$ cat src/rtl/debug_mode_ctrl.sv
// Debugger top-level sequencer: decodes UART command bytes, launches one mode FSM,
// waits for it to finish (or for a load timeout) and answers with an ACK byte.
module debug_mode_ctrl #(
  parameter logic [7:0]  CMD_LOAD     = 8'h01,
  parameter logic [7:0]  CMD_CONT     = 8'h02,
  parameter logic [7:0]  CMD_STEP     = 8'h03,
  parameter logic [7:0]  ACK_OK       = 8'hAA,
  parameter logic [7:0]  ACK_ERR      = 8'hEE,
  parameter int unsigned LOAD_TIMEOUT = 1_000_000
) (
  input  logic       clk,
  input  logic       rst,
  input  logic [7:0] i_rx_data,
  input  logic       is_rx_done,
  input  logic       is_done_load,
  input  logic       is_done_cont,
  input  logic       is_done_step,
  input  logic       is_tx_done,
  output logic       os_start_load,
  output logic       os_start_cont,
  output logic       os_start_step,
  output logic       os_abort,
  output logic       os_tx_start,
  output logic [7:0] o_tx_data,
  output logic [1:0] o_mode,
  output logic       os_busy
);

  localparam int unsigned CNT_W = ($clog2(LOAD_TIMEOUT) > 0) ? $clog2(LOAD_TIMEOUT) : 1;

  localparam logic [1:0] MODE_NONE = 2'b00;
  localparam logic [1:0] MODE_LOAD = 2'b01;
  localparam logic [1:0] MODE_CONT = 2'b10;
  localparam logic [1:0] MODE_STEP = 2'b11;

  typedef enum logic [2:0] {
    IDLE     = 3'd0,
    START    = 3'd1,
    RUN      = 3'd2,
    ACK_SEND = 3'd3,
    ACK_WAIT = 3'd4
  } state_t;

  state_t           state, state_next;
  logic [1:0]       kind, kind_next;
  logic [7:0]       ack_byte, ack_next;
  logic [CNT_W-1:0] cnt, cnt_next;

  logic       start_load_next, start_cont_next, start_step_next;
  logic       abort_next, tx_start_next, busy_next;
  logic [7:0] tx_data_next;
  logic [1:0] mode_next;
  logic       done_active;

  // State, bookkeeping and registered outputs
  always_ff @(posedge clk) begin
    if (rst) begin
      state         <= IDLE;
      kind          <= MODE_NONE;
      ack_byte      <= 8'h00;
      cnt           <= '0;
      os_start_load <= 1'b0;
      os_start_cont <= 1'b0;
      os_start_step <= 1'b0;
      os_abort      <= 1'b0;
      os_tx_start   <= 1'b0;
      o_tx_data     <= 8'h00;
      o_mode        <= MODE_NONE;
      os_busy       <= 1'b0;
    end else begin
      state         <= state_next;
      kind          <= kind_next;
      ack_byte      <= ack_next;
      cnt           <= cnt_next;
      os_start_load <= start_load_next;
      os_start_cont <= start_cont_next;
      os_start_step <= start_step_next;
      os_abort      <= abort_next;
      os_tx_start   <= tx_start_next;
      o_tx_data     <= tx_data_next;
      o_mode        <= mode_next;
      os_busy       <= busy_next;
    end
  end

  // Only the done pulse of the launched mode can end RUN
  always_comb begin
    unique case (kind)
      MODE_LOAD: done_active = is_done_load;
      MODE_CONT: done_active = is_done_cont;
      MODE_STEP: done_active = is_done_step;
      default:   done_active = 1'b0;
    endcase
  end

  // Next-state and next-output logic
  always_comb begin
    state_next      = state;
    kind_next       = kind;
    ack_next        = ack_byte;
    cnt_next        = cnt;
    start_load_next = 1'b0;
    start_cont_next = 1'b0;
    start_step_next = 1'b0;
    abort_next      = 1'b0;
    tx_start_next   = 1'b0;
    tx_data_next    = o_tx_data;
    mode_next       = o_mode;

    case (state)
      IDLE: begin
        if (is_rx_done) begin
          if (i_rx_data == CMD_LOAD) begin
            kind_next  = MODE_LOAD;
            state_next = START;
          end else if (i_rx_data == CMD_CONT) begin
            kind_next  = MODE_CONT;
            state_next = START;
          end else if (i_rx_data == CMD_STEP) begin
            kind_next  = MODE_STEP;
            state_next = START;
          end else begin
            ack_next   = ACK_ERR;
            state_next = ACK_SEND;
          end
        end
      end
      START: begin
        start_load_next = (kind == MODE_LOAD);
        start_cont_next = (kind == MODE_CONT);
        start_step_next = (kind == MODE_STEP);
        mode_next       = kind;
        cnt_next        = '0;
        state_next      = RUN;
      end
      RUN: begin
        if (done_active) begin
          mode_next  = MODE_NONE;
          ack_next   = ACK_OK;
          state_next = ACK_SEND;
        end else if (kind == MODE_LOAD) begin
          // Idle watchdog between program bytes
          if (is_rx_done) begin
            cnt_next = '0;
          end else if (cnt == CNT_W'(LOAD_TIMEOUT - 1)) begin
            abort_next = 1'b1;
            mode_next  = MODE_NONE;
            ack_next   = ACK_ERR;
            state_next = ACK_SEND;
          end else begin
            cnt_next = cnt + CNT_W'(1);
          end
        end
      end
      ACK_SEND: begin
        tx_start_next = 1'b1;
        tx_data_next  = ack_byte;
        state_next    = ACK_WAIT;
      end
      ACK_WAIT: begin
        if (is_tx_done) state_next = IDLE;
      end
      default: begin
        state_next = IDLE;
        mode_next  = MODE_NONE;
      end
    endcase

    busy_next = (state_next != IDLE);
  end

endmodule

$ cat config.mk
export PLATFORM = sky130hd
export DESIGN_NAME = debug_mode_ctrl
export DESIGN_NICKNAME = d
export VERILOG_FILES = /design/src/rtl/debug_mode_ctrl.sv
export SDC_FILE = /design/constraint.sdc
export NUM_CORES = 1
export LEC_CHECK = 0
export CELL_PAD_IN_SITES_DETAIL_PLACEMENT = 1
export CELL_PAD_IN_SITES_GLOBAL_PLACEMENT = 1
export CORE_UTILIZATION = 39
export DETAILED_ROUTE_END_ITERATION = 6
export PLACE_DENSITY = 0.75
export SYNTH_ARGS = -nofsm -noshare
export SYNTH_HDL_FRONTEND = slang
export SYNTH_SLANG_ARGS = --single-unit
$ cat constraint.sdc
create_clock -name clk -period 2.4 [get_ports clk]
set_input_delay 0.48 -clock clk [delete_from_list [all_inputs] [get_ports clk]]
set_output_delay 0.48 -clock clk [all_outputs]
set_load 0.005 [all_outputs]
== Yosys cells after proc, flatten, opt, wreduce, memory -nomap -nowiden ==
Cells that the tools add are included.

* $add $sub $neg: 1
* Equal/unequal tests: 21
* Muxes and demuxes: 35
* Bitwise logic cells: 4
* Reduce and logical (&&, ||, !) cells: 12

{| class="wikitable"
|+ Operators by type and width
! operator !! number
|-
| $mux W20 || 4
|-
| $mux W8 || 8
|-
| $pmux W20 S2 || 1
|-
| $add A20 B1 Y20 const B || 1
|-
| $eq A20 B20 Y1 const B || 1
|-
| $mux W2 || 10
|-
| $mux W3 || 6
|-
| $eq A8 B2 Y1 const B || 2
|-
| $pmux W8 S2 || 1
|-
| $pmux W3 S5 || 1
|-
| $ne A2 B2 Y1 const B || 6
|-
| $ne A3 B3 Y1 const B || 4
|-
| $eq A8 B1 Y1 const B || 1
|-
| $reduce_and A4 Y1 || 2
|-
| $reduce_and A8 Y1 || 1
|-
| $eq A3 B2 Y1 const B || 2
|-
| $pmux W2 S3 || 1
|-
| $reduce_bool A3 Y1 || 2
|-
| $reduce_or A5 Y1 || 1
|-
| $eq A2 B2 Y1 const B || 2
|-
| $not A1 Y1 || 4
|-
| $reduce_bool A2 Y1 || 2
|-
| $eq A3 B1 Y1 const B || 1
|-
| $eq A3 B3 Y1 const B || 1
|-
| 7 further kinds || 8
|}

* Bits in registers: 49
* Bits of input ports: 15
* Output and inout port bits: 16
* Word-level logic and storage cells: 85

== Longest topological paths before layout ==
Gate-level depths: netlist of the first run.

* Depth after elaboration: 7
* Gate-level depth with buffers: 7
* Mapped depth without buffers: 5

== Worst setup path before layout of the first run ==
No wires, ideal clock.

* Path type: flip-flop to flip-flop
* From: reg state[2]
* To: reg cnt[18]
* Library setup time: 70 ps
* Arrival time: 1793 ps
* Required time: 2330 ps
* Setup slack: 537 ps
* Cell stages (with the launch flop): 8
* Buffers on the path: 2
* Clock period less this slack: 1863 ps
* Cell sequence: dfxtp_1 clkbuf_8 or3b_4 o41ai_2 o211ai_2 buf_6 or4_1 a21oi_1

* Cells in the longest elaborated chain, start to end: 3
* Elaborated cells between the ends (all ways): 8
* Classes of those cells: 5 x eq/ne; 1 x mux; 2 x reduce/logical

{| class="wikitable"
|+ RTL lines
! element !! line !! RTL
|-
| start: declaration || 44 || <nowiki>state_t state, state_next;</nowiki>
|-
| start signal: assignment || 71 || <nowiki>state <= state_next;</nowiki>
|-
| $eq A3 B2 Y1 / $eq A3 B1 Y1 (equally long branches) || 110 || <nowiki>case (state)</nowiki>
|-
| $ne A3 B3 Y1 (no line), or another cell as far along || n/a ||
|-
| $reduce_and A4 Y1 (no line) || n/a ||
|-
| end signal: assignment || 74 || <nowiki>cnt <= cnt_next;</nowiki>
|-
| end: declaration || 47 || <nowiki>logic [CNT_W-1:0] cnt, cnt_next;</nowiki>
|}

Several ways; a longest one is shown, not always the timed one.
A chain may end at the register's enable or synchronous reset.

== Worst setup path after layout of the first run ==
* From: in is_done_load
* To: reg cnt[9]

* Cells in the longest elaborated chain, start to end: 3

{| class="wikitable"
|+ RTL lines
! element !! line !! RTL
|-
| start: declaration || 15 || <nowiki>input logic is_done_load,</nowiki>
|-
| $pmux W1 S3 || 88 || <nowiki>unique case (kind)</nowiki>
|-
| $ne A2 B2 Y1 (no line) || n/a ||
|-
| $reduce_and A4 Y1 (no line) || n/a ||
|}

Every way passes these cells.

==> metrics.md, run 1 <==
| Metric | Value |
|---|---|
| First-pass GRT wire length | 7850 um |
| Root buffer cell | clkbuf_8 |
| Reg clk slew, reported paths | 0.08 ns |
| H-tree level count | 2 |
| Most numerous cell in the Yosys netlist | dfxtp_1 |
| CTS buffer count | 5 |
| CP Class | in -> reg |
| Routed WL | 4650 um |
| Num rows | 25 |
| DR pass1 iterations | 4 |
| Nets | 274 |
| GR Util All Layers | 19.5% |
| Startpoint Class | primary input |
| Clock sink total | 37 |
| Worst path max stage delay | 0.50 ns |
| Hold_ws | 0.485 ns |
| Max-cap viol count | 0 |
| Req. time, crit path | 2.63 ns |
| Commonest cells in the netlist | dfxtp_1, nor2_1, a21oi_1, o21ai_0 |
| Power Density | 578 nW/um2 |
| Worst Reg-to-Reg Cells | 6 |
| Post-route ant nets | 0 |
| Post-CTS resize count | 0 |
| Setup_tns | 0 ns |
| Post-CTS Setup Bufs | 0 |
| Dominant cell type by area after synthesis | dfxtp_1 |
| TritonCTS clock tree | built |
| Die width | 72.1 um |
| Dominant cells by area after synthesis | dfxtp_1, nor2_1, a21oi_1 |
| Port bufs | 28 |
| Syn-to-layout area delta | 24.9% |
| Dpl hpwl | 3560 um |
| Pleak | 0.821 nW |
| Synth top area share | 38.7% |
| Grt ovf | 0 |
| Core area | 4720 um2 |
| Most common flop cell mapped by yosys | dfxtp_1 |
| Post-synth EDFFs | 0 |
| DRT iter0 DRCs | 43 |
| Fin crit share | 88.7% |
| Mean post-synth cell area | 8.62 um2 |
| Max Clock Freq | 0.470 GHz |
| Synth warn | 0 |
| Hold WC Path Type | reg -> reg |
| Io pins | 31 |
| Filler cell count | 587 |
| Vias/cell | 5.35 |
| Mapped Area | 1910 um2 |
| # setup viols final | 0 |
| Reg2reg setup slack | 0.33 ns |
| Post-synthesis register bit count | 37 |
| Reg2Reg Capture Point | cnt[9] |
| Avg WL per Cell | 14.3 um |
| Post-synthesis cell type count | 52 |
| CP Data Arrival Time | 2.36 ns |
| Vias | 1,745 |
| RSZ-0062 raised after global routing | false |
| Maximum VDD drop | 0.281 mV |
| ANT cells | 0 |
| RR Startpoint | state[1] |
| Placed Area | 2270 um2 |
| Die height | 72.1 um |
| Largest net degree at the start of global routing | 18 |
| Hold endpoint | o_mode[1] |
| Share of layout cells above drive strength 1 | 12.4% |
| Critical-path maximum fanout | 8 |
| Power, Total | 1.38 mW |
| Crit end category | flop |
| Hold Vio Cnt, Final | 0 |
| Hold Buf Count CTS | 0 |
| Synth Instances | 222 |
| Slowest CP cell | clkdlybuf4s50_1 |
| Final instance area | 2390 um2 |
| Worst hold stages | 2 |
| Gpl congestion | 0.789 |
| Setup Skew | 0.00934 ns |
| Initial antenna violation count | 0 |
| DRC viols | 0 |
| Die area | 5190 um2 |
| Clock Latency Late Sink | 0.29 ns |
| HP Start | o_mode[1] |
| Clock buffer depth | 2 |
| Status | completed |
| Slew Viols, Final | 0 |
| Cells along the critical path | clkdlybuf4s50_1, o41a_4, a211o_1, buf_4, or3_1, a21oi_1 |
| Initial Utilization | 40.5% |
| Min Tclk post-route | 2.13 ns |
| Sequential fraction of the synthesis area | 38.7% |
| Vias in the first global route | 1,687 |
| Fraction of registers with async set/reset | 0% |
worst max path at each step:
| stage | start | to |
|---|---|---|
| finish | is_done_load | cnt[9] |
| global route | state[1] | cnt[18] |
| CTS | is_done_load | cnt[16] |
| detailed placement | is_done_load | cnt[16] |
| global placement | is_done_load | cnt[7] |
| floorplan | state[2] | cnt[18] |
logic make-up (layout without fill, tap and decap cells):
family	after synthesis	after routing	share of synthesized area [%]
AO/OA/AOI/OAI	56	56	20.3
XOR/XNOR	6	6	2.75
adder cells (fa/ha/maj)	1	1	0.653
buffers and inverters	23	59	7.84
flip-flops	37	37	38.7
multiplexers	5	5	2.68
other	1	2	0.196
AND/OR/NAND/NOR	93	93	26.9
power by group:
part | leakage (nW) | switching (mW) | internal [mW]
clock | 0.0574 | 0.233 | 0.338
sequential | 0.299 | 0.0199 | 0.629
combinational | 0.465 | 0.0795 | 0.0826
total | 0.821 | 0.333 | 1.05
worst max-delay path, delay by kind of cell:
family	cells	cell delay (ns)
buf+inv	2	0.67
simple gates	1	0.30
compound gates	3	0.91
registers in the layout, summed over array words and instances (netlist names):
register,count
cnt,20
state,3
ack_byte,2
kind,2
o_mode,2
o_tx_data,2
os_abort,1
os_busy,1
os_start_cont,1
os_start_load,1
os_start_step,1
os_tx_start,1
placed cells by master, fill, tap and decap left out, drive strengths merged, types with 2 or more instances in the layout:
cell,instances
o21ai,11
nor2,30
conb,2
nand4,8
a211oi,3
and4,3
o211ai,5
o2111ai,2
a21oi,18
clkdlybuf4s50,28
o31ai,6
clkbuf,6
or4,3
nand2,8
or3,7
and4b,2
mux2i,4
nand3,9
nand2b,4
nor4b,4
nor3b,2
nor3,5
inv,9
xnor2,5
and3,3
buf,14
dfxtp,37
metrics by stage:
step	setup WS [ns]	utilization, %	cells
global route	0.156	50.6	326
detailed placement	-0.0382	48.1	318
finish	0.272	50.6	326
floorplan	0.537	-	223
CTS	0.269	50.6	326
global placement	0.00869	48.1	318
layout make-up:
type / count / area, um2 / area share [%]
Clock buffer: 6 / 82.6 / 3.45
Clock inverter: 2 / 37.5 / 1.57
Inverter: 9 / 33.8 / 1.41
Multi-Input combinational cell: 163 / 1030 / 43.0
Sequential cell: 37 / 741 / 31.0
Tap cell: 67 / 83.8 / 3.51
Timing Repair Buffer: 42 / 385 / 16.1
metal layers:
layer,vias up,global-route usage [%],share of wire (%)
met5,-,0,0
met4,0,6.97,1.8
met3,9,4.72,2.7
met2,26,33.3,47
met1,820,23.9,48
li1,890,-,-
Note: power is estimated with default switching activity, not from simulation.
==> run 2: changes to the inputs <==
--- a/config.mk
+++ b/config.mk
@@ -10,6 +10,7 @@
 export CORE_UTILIZATION = 39
 export DETAILED_ROUTE_END_ITERATION = 6
 export PLACE_DENSITY = 0.75
+export SLEW_MARGIN = 15
 export SYNTH_ARGS = -nofsm -noshare
 export SYNTH_HDL_FRONTEND = slang
 export SYNTH_SLANG_ARGS = --single-unit
==> results of run 2 <==
No change in the layout: final DEF, timing and power equal those of run 1.
==> run 3: changes to the inputs <==
==> constraint.sdc (replaced) <==
create_clock -name clk -period 2.4 [get_ports clk]
set_input_delay 0.72 -clock clk [delete_from_list [all_inputs] [get_ports clk]]
set_output_delay 0.72 -clock clk [all_outputs]
set_load 0.005 [all_outputs]
==> run 3 against run 2 <==
Highest routed layer unchanged. Total power barely moved. Global-route usage rose by 0.82 points. Critical endpoint unchanged. Setup slack got worse by 0.16 ns. Final cell count rose by 1.8%. Core utilization rose by 1.1 points. Via count rose by 3.0%. Register-to-register slack got worse by 0.02 ns. Die area did not move. Largest power group unchanged.
==> metrics.md, run 3 (synthesis gave the netlist of run 1 again) <==
| Metric | Value |
|---|---|
| Vias in the first global route | 1,803 (+6.9%) |
| Largest register FFs | 20 (unchanged) |
| Io pins | 31 (unchanged) |
| Initial Utilization | 40.5% (unchanged) |
| Die area | 5190 um2 (unchanged) |
| TritonCTS clock tree | built |
| RSZ-0062 raised after global routing | false |
| DRC viols | 0 (unchanged) |
| Clock buffer depth | 2 (unchanged) |
| Hold Vio Cnt, Final | 0 (unchanged) |
| Dpl hpwl | 3630 um (+1.9%) |
| Maximum VDD drop | 0.290 mV (+3.0%) |
| Num rows | 25 (unchanged) |
| Max-cap viol count | 0 (unchanged) |
| Reg2Reg Capture Point | cnt[9] |
| Setup Skew | 0.00862 ns (-0.000712 ns) |
| Share of layout cells above drive strength 1 | 14.7% (+2.4 points) |
| Area of the multi-input gates | 1030 um2 (+0.61%) |
| CP Class | in -> reg |
| # setup viols final | 0 (unchanged) |
| Initial antenna violation count | 0 (unchanged) |
| Worst hold stages | 2 (unchanged) |
| Pleak | 0.851 nW (+3.6%) |
| Clock Latency Late Sink | 0.29 ns (about the same) |
| Hold Buf Count CTS | 0 (unchanged) |
| Reg clk slew, reported paths | 0.08 ns (about the same) |
| Crit end category | flop |
| Avg WL per Cell | 14.1 um (-1.4%) |
| Routed WL | 4670 um (+0.43%) |
| Placed insts | 324 (+1.9%) |
| GR Util All Layers | 20.3% (+0.82 points) |
| Reg with most FFs | cnt |
| Startpoint Class | primary input |
| Hold WC Path Type | reg -> reg |
| Critical-path maximum fanout | 10 (+2) |
| Gpl congestion | 0.797 (+0.92%) |
| RR Startpoint | state[1] |
| Filler cell count | 569 (-3.1%) |
| Die width | 72.1 um (unchanged) |
| Commonest cells after routing, fill and taps aside | dfxtp_1, nor2_1, clkdlybuf4s50_1 |
| Nets | 280 (+2.2%) |
| Final non-filler cell total | 332 (+1.8%) |
| Largest net degree at the start of global routing | 18 (unchanged) |
| Worst Reg-to-Reg Cells | 6 (unchanged) |
| Status | completed |
| Reg area | 741 um2 (unchanged) |
| CP Data Arrival Time | 2.51 ns (+0.15 ns) |
| Reg2reg setup slack | 0.31 ns (-0.02 ns) |
| CTS buffer count | 5 (unchanged) |
| Hold_ws | 0.479 ns (-0.00612 ns) |
| Power, Total | 1.38 mW (about the same) |
| Largest registers | cnt (20), state (3) |
| Post-CTS Setup Bufs | 0 (unchanged) |
| Syn-to-layout area delta | 27.5% |
| Req. time, crit path | 2.63 ns (about the same) |
| DR pass1 iterations | 4 (unchanged) |
| Vias/cell | 5.42 (+1.2%) |
| Fin crit share | 95.2% (+6.6 points) |
| Most common cell after layout, fill and taps aside | dfxtp_1 |
| ANT cells | 0 (unchanged) |
| Hold endpoint | o_mode[1] |
| DRT iter0 DRCs | 50 (+16%) |
| Clock sink total | 37 (unchanged) |
| Port bufs | 28 (unchanged) |
| HP Start | o_mode[1] |
| Max Clock Freq | 0.437 GHz (-6.9%) |
| Slew Viols, Final | 0 (unchanged) |
| Die height | 72.1 um (unchanged) |
| First-pass GRT wire length | 8290 um (+5.6%) |
| Setup_tns | 0 ns (unchanged) |
| Min Tclk post-route | 2.29 ns (+0.158 ns) |
| Root buffer cell | clkbuf_8 |
| Grt ovf | 0 (unchanged) |
| Core area | 4720 um2 (unchanged) |
| Power Density | 567 nW/um2 (-2.0%) |
| Post-route ant nets | 0 (unchanged) |
| Vias | 1,798 (+3.0%) |
| H-tree level count | 2 (unchanged) |
==> run 3: cell types whose count changed in the layout (fill, tap and decap cells not counted) <==
cell / previous run / this run
clkdlybuf4s50_1: 28 / 27
dlygate4sd2_1: 0 / 1
buf_4: 14 / 20
nor4b_1: 4 / 3
nor4b_2: 0 / 1
==> run 3: critical path, stage by stage <==
cell	delay [ns]
clkdlybuf4s50_1	0.50
nor4b_2	0.08
and4_1	0.24
a211o_1	0.32
buf_4	0.18
or3_1	0.32
a21oi_1	0.16
==> run 3: where the power goes <==
group	internal, mW	switching, mW	leakage (nW)
combinational	0.0906	0.0810	0.494
clock	0.338	0.228	0.0574
sequential	0.629	0.0171	0.299
==> run 3: metrics by stage <==
step,instance area (um2),utilization (%),worst slack (ns)
final,2440,51.7,0.114
after global routing,2440,51.7,0.0222
after CTS,2430,51.5,0.0886
after detailed placement,2320,49.0,-0.313
after global placement,2320,49.0,-0.230
after floorplan,1920,-,0.308
==> run 3: worst max path at each step <==
stage                 startpoint  endpoint  depth (start not counted)
floorplan           is_done_step    cnt[0]                          6
global placement    is_done_load    cnt[7]                          6
detailed placement  is_done_load    cnt[9]                          6
CTS                   is_rx_done   cnt[11]                          8
global route          is_rx_done    cnt[9]                          7
finish                is_rx_done    cnt[9]                          7
==> run 3: timing repair <==
action                     in CTS  in global routing
pin swaps                       0                  0
setup endpoints to repair       1                  1
gates resized for setup         1                  1
==> run 3: area by class of cell <==
type                       instances  area share [%]
clock buffer                       6            3.38
clock inverter                     2            1.54
inverter                           9            1.38
multi-input combinational        163            42.3
sequential                        37            30.3
tap                               67            3.43
timing repair buffer              48            17.6
==> run 3: layer usage <==
| layer | global-route usage, % | vias to the layer above | routed length (um) |
|---|---|---|---|
| li1 | - | 900 | - |
| met1 | 23.2 | 867 | 2110 |
| met2 | 37.2 | 26 | 2370 |
| met3 | 5.28 | 5 | 133 |
| met4 | 5.66 | 0 | 48 |
| met5 | 0 | - | 0 |
